## config.mk

```make
export PLATFORM = sky130hd
export DESIGN_NAME = multu8_seq
export DESIGN_NICKNAME = d
export VERILOG_FILES = /design/src/rtl/multu8_seq.sv
export SDC_FILE = /design/constraint.sdc
export NUM_CORES = 1
export LEC_CHECK = 0
export CAP_MARGIN = 0
export CORE_UTILIZATION = 50
export DETAILED_ROUTE_END_ITERATION = 10
export DONT_BUFFER_PORTS = 1
export GPL_TIMING_DRIVEN = 1
export PLACE_DENSITY = 0.68
export RECOVER_POWER = 25
export REMOVE_ABC_BUFFERS = 1
export SYNTH_ARGS = -nofsm -noshare
export SYNTH_HDL_FRONTEND = slang
export SYNTH_SLANG_ARGS = --single-unit
```

## constraint.sdc

```tcl
create_clock -name clk -period 3.43 [get_ports clk]
set_input_delay 0 -clock clk [delete_from_list [all_inputs] [get_ports clk]]
set_output_delay 0 -clock clk [all_outputs]
set_load 0.02 [all_outputs]
```

## src/rtl/multu8_seq.sv

```systemverilog
// multu8_seq: sequential unsigned 8x8 multiplier.
//
// Computes prod = a * b by eight shift-and-add iterations through one shared
// 10-bit ripple-carry adder. If either operand is zero, the block skips the
// iterations and returns 0 one cycle after accept.
//
// Ports:
//   clk       rising-edge clock
//   rst       asynchronous active-high reset
//   in_valid  operand pair a/b presented
//   in_ready  operands accepted (high only while idle)
//   a, b      8-bit unsigned multiplicand / multiplier
//   out_valid prod holds a valid result
//   out_ready consumer takes the result
//   prod      16-bit product
//   busy      an operation is in flight or its result is waiting
module multu8_seq (
  input  logic        clk,
  input  logic        rst,
  input  logic        in_valid,
  output logic        in_ready,
  input  logic [7:0]  a,
  input  logic [7:0]  b,
  output logic        out_valid,
  input  logic        out_ready,
  output logic [15:0] prod,
  output logic        busy
);

  typedef enum logic [1:0] {
    IDLE = 2'd0,
    RUN  = 2'd1,
    DONE = 2'd2
  } state_t;

  state_t      state;
  logic [7:0]  mcand;
  logic [9:0]  acc;
  logic [7:0]  q;
  logic [3:0]  cnt;

  logic [9:0]  addend;
  logic [9:0]  sum;

  // Bit-serial carry chain, carry-in 0, result modulo 2^10.
  function automatic logic [9:0] rca10(input logic [9:0] x, input logic [9:0] y);
    logic [9:0] s;
    logic       c;
    c = 1'b0;
    for (int i = 0; i < 10; i++) begin
      s[i] = x[i] ^ y[i] ^ c;
      c    = (x[i] & y[i]) | (x[i] & c) | (y[i] & c);
    end
    return s;
  endfunction

  // The shared adder. It adds the multiplicand only when the current
  // multiplier bit is set. Because acc <= 255 and mcand <= 255, sum[9] is always 0.
  always_comb begin
    addend = q[0] ? {2'b00, mcand} : 10'd0;
    sum    = rca10(acc, addend);
  end

  always_ff @(posedge clk or posedge rst) begin
    if (rst) begin
      state     <= IDLE;
      in_ready  <= 1'b1;
      out_valid <= 1'b0;
      busy      <= 1'b0;
      prod      <= 16'd0;
      mcand     <= 8'd0;
      acc       <= 10'd0;
      q         <= 8'd0;
      cnt       <= 4'd0;
    end else begin
      case (state)
        IDLE: begin
          if (in_valid) begin
            mcand    <= a;
            q        <= b;
            acc      <= 10'd0;
            cnt      <= 4'd0;
            in_ready <= 1'b0;
            busy     <= 1'b1;
            if (a == 8'd0 || b == 8'd0) begin
              // Zero fast path: the result is known without iterating.
              prod      <= 16'd0;
              out_valid <= 1'b1;
              state     <= DONE;
            end else begin
              state <= RUN;
            end
          end
        end

        RUN: begin
          // The low sum bit shifts into q as the next product bit. The
          // multiplier bit just consumed shifts out of q.
          acc <= {1'b0, sum[9:1]};
          q   <= {sum[0], q[7:1]};
          cnt <= cnt + 4'd1;
          if (cnt == 4'd7) begin
            // Load prod from the next-state values {acc_next[7:0], q_next}.
            prod      <= {sum[8:1], sum[0], q[7:1]};
            out_valid <= 1'b1;
            state     <= DONE;
          end
        end

        DONE: begin
          // in_ready stays low here, so no accept can coincide with the
          // result handshake.
          if (out_ready) begin
            out_valid <= 1'b0;
            busy      <= 1'b0;
            in_ready  <= 1'b1;
            state     <= IDLE;
          end
        end

        default: begin
          state     <= IDLE;
          in_ready  <= 1'b1;
          out_valid <= 1'b0;
          busy      <= 1'b0;
        end
      endcase
    end
  end

endmodule

```

==> impl_results.md <==
- CTS H-tree lvls: 2
- Worst EP required: around 3600 ps
- Area leader, netlist: dfrtp_1
- Synth cell count leaders: dfrtp_1, nand2_1, mux2_2, and2_1, o21ai_0
- Post-Syn Area: ~2400 sq um
- DIE AREA: 5060 sq um
- Worst hold slack: around 75 ps
- Sw frac: 0.382
- PD cells: about 880 nW/um^2
- Drt pass-1 iters: 9
- Non-Filler Cell Area, Final: about 2800 sq um
- Endpoints failing setup: 1
- Peak fanout along the critical path: 3
- # IOs: 39
- CP Launch Type: flip-flop
- Clk_skew: around 18 ps
- Int Power: about 1.5 mW
- EDFF count, synth: 0
- Largest cells by area after synthesis: dfrtp_1, mux2_2, fa_1
- Max_slew headroom: -0.251
- Max-slew violations: between 50 and 60
- Later-pin clock latency in the skew report: 310 ps
- Final setup margin: -103 ps
- Peak VDD IR: 479 uV
- GR Overflow Total: 0
- Clk pwr share: 0.176
- Synthesized area per cell: 12.2 sq um
- Number of routed nets with antenna violations: 0
- CTS tree: built
- Initial antenna violation count: 0
- First-pass GRT wire length: roughly 7500 microns
- Utilization after layout: 0.617
- Unrepaired setup endpoints after global routing: yes
- DR top layer: met4
- Sequential share of the synthesized area: 0.525
- Max Clk Rate: roughly 280 MHz
- Sw Pwr: just over 900 uW
- Synthesized instance count: 195
- Top FF cell, synth: dfrtp_1
- Most common cell in the synthesized netlist: dfrtp_1
- Outcome: complete, but fails checks
- Bufs on Longest Clock Path: 2
- Die Ht: 71.1 microns
- Netlist cell types: 35
- Vias: roughly 1500
- Worst-margin pin slew: 1870 ps
- WL final: about 4600 microns
- DRC viols: 2
- Initial Util: 0.534
- Port Buf Inserts: 0
- Layout area overhead: 15.7%
- Endpoint type of the worst setup path: flip-flop
- Leak: 1.27 nW
- Post-DP HPWL: 3060 microns
- Max Cap Violations: 1
- Row Count: 24
- Filler cells: 367
- GP Congestion: a little under 0.8
- Synth warnings: 0
- Detail Route met3 WL: ~180 microns
- Worst hold path class: primary input to flip-flop
- Sequential power share: 0.440
- Proportion of layout cells with a drive suffix above 1: 0.255
- Clock Tree Root: clkbuf_8
- Tot GR Track Use: 0.198
- Violated checks: design-rule violations, max-capacitance violations, max-slew violations, negative setup slack
- Die Span X: 71.1 microns
- Total negative slack: -103 ps
- Initial drt markers: 55
- Min Clock Period, post-route: ~3500 ps
- Clock Pin Slew Worst Setup and Hold Paths: approximately 100 ps
- Core Region: 4470 sq um
- Period utilisation layout: 1.03
- Final net count: approximately 250
- Total CTS buffers: 5
- Vias per cell: approximately 5.6
- Combinational share of power: 0.383
- Asr flop ratio synth: 1.00
- Clk sinks: 50
- #FFs+latches synth: 50
- Met1 Routed Length: ~2000 microns
- Placement-stage cell area: between 2000 and 2500 sq um
- Final hold viol count: 0
- Largest net degree at the start of global routing: 51
- Critical Path AT: between 3000 and 4000 ps
- Critical path class: flip-flop to flip-flop
- Routed length per instance: around 17 microns
- Vias in the first global route: approximately 1600
- Synth top area share: 0.514
- Diode count: 0
- DR WL met2: 2310 microns
-- metrics by stage --
stage | worst slack [ps] | instances | power, mW
floorplan | -264 | 186 | 1.72
global placement | -231 | 241 | 1.91
detailed placement | -330 | 241 | 1.97
CTS | -122 | 268 | 2.43
global route | -210 | 268 | 2.60
finish | -103 | 268 | 2.43
-- area by class of cell --
class	count	area, sq um	area share
multi-input combinational	128	1090	0.394
tap	52	65.1	0.0236
sequential	50	1250	0.453
clock inverter	1	30.0	0.0109
inverter	8	30.0	0.0109
clock buffer	7	86.3	0.0312
timing repair buffer	22	210	0.0761
-- placed cells by master (no fill, tap or decap), types with 2 or more instances in the layout --
master / n
dfrtp_1: 49
dlygate4sd3_1: 18
nand2_1: 17
mux2_2: 16
o21ai_0: 13
and2_1: 11
a21oi_1: 9
nor2_1: 9
a21o_1: 9
mux2_4: 8
fa_2: 7
inv_1: 6
clkbuf_8: 6
nor4_1: 4
buf_4: 4
and2_4: 3
a21oi_4: 2
inv_2: 2
a22o_1: 2
ha_4: 2
-- sequential cells by signal (all words and copies together) (netlist names) --
| register | flops |
|---|---|
| cnt | 4 |
| q | 8 |
| prod | 16 |
| state | 2 |
| acc | 9 |
| busy | 1 |
| mcand | 8 |
| in_ready | 1 |
| out_valid | 1 |
-- worst max-delay path, cell delays in order (launching register included) --
cell     delay (ps)
dfrtp_1         380
and2_4          160
ha_4            120
fa_2            180
fa_2            190
inv_2            40
fa_2            330
fa_2            350
fa_2            340
fa_2            350
fa_2            340
inv_2            70
ha_4            190
and2_4          130
mux2_4          250
-- path summary, 6_finish.rpt --
| kind | endpoint | slack [ps] | startpoint | cells past startpoint |
|---|---|---|---|---|
| worst max-delay path | prod[15] | -100 | q[0] | 14 |
| worst min-delay path | state[0] | 70 | in_valid | 3 |
| worst max register to register | prod[15] | -100 | q[0] | 14 |
| worst min register to register | q[6] | 480 | q[6] | 2 |
| max in group asynchronous | prod[13] | 1570 | rst | 2 |
| min in group asynchronous | prod[6] | 760 | rst | 2 |
-- routing by layer --
metal | global-route usage | vias to the layer above
li1 | - | 701
met4 | 0.0600 | 0
met5 | 0 | -
met1 | 0.243 | 765
met3 | 0.0513 | 6
met2 | 0.345 | 33
-- logic make-up (layout without fill, tap and decap cells) --
logic type | after synthesis | count (layout) | share of synthesized area
buffers and inverters | 17 | 38 | 0.0404
muxes | 24 | 24 | 0.126
xor gates and xnor gates | 1 | 1 | 0.00367
AOI/OAI and AO/OA | 41 | 41 | 0.116
and+or+nand+nor | 52 | 52 | 0.115
DFF | 50 | 50 | 0.525
adders and majority gates | 10 | 10 | 0.0744
-- power groups by stage --
| stage | Clock, mW | Sequential (mW) | Combinational (mW) |
|---|---|---|---|
| finish | 0.428 | 1.07 | 0.933 |
| global route | 0.455 | 1.10 | 1.05 |
| CTS | 0.433 | 1.07 | 0.926 |
| detailed placement | 0 | 1.08 | 0.889 |
| global placement | 0 | 1.07 | 0.842 |
| floorplan | 0 | 1.04 | 0.680 |
-- timing repair --
item | CTS | global route
gates cloned | 0 | 0
endpoints found under the hold margin | 69 | 0
setup buffers | 1 | 0
hold buffers | 18 | 0
endpoints found under the setup margin | 4 | 4
gates resized for setup | 9 | 6
(Power assumes the default switching activity.)
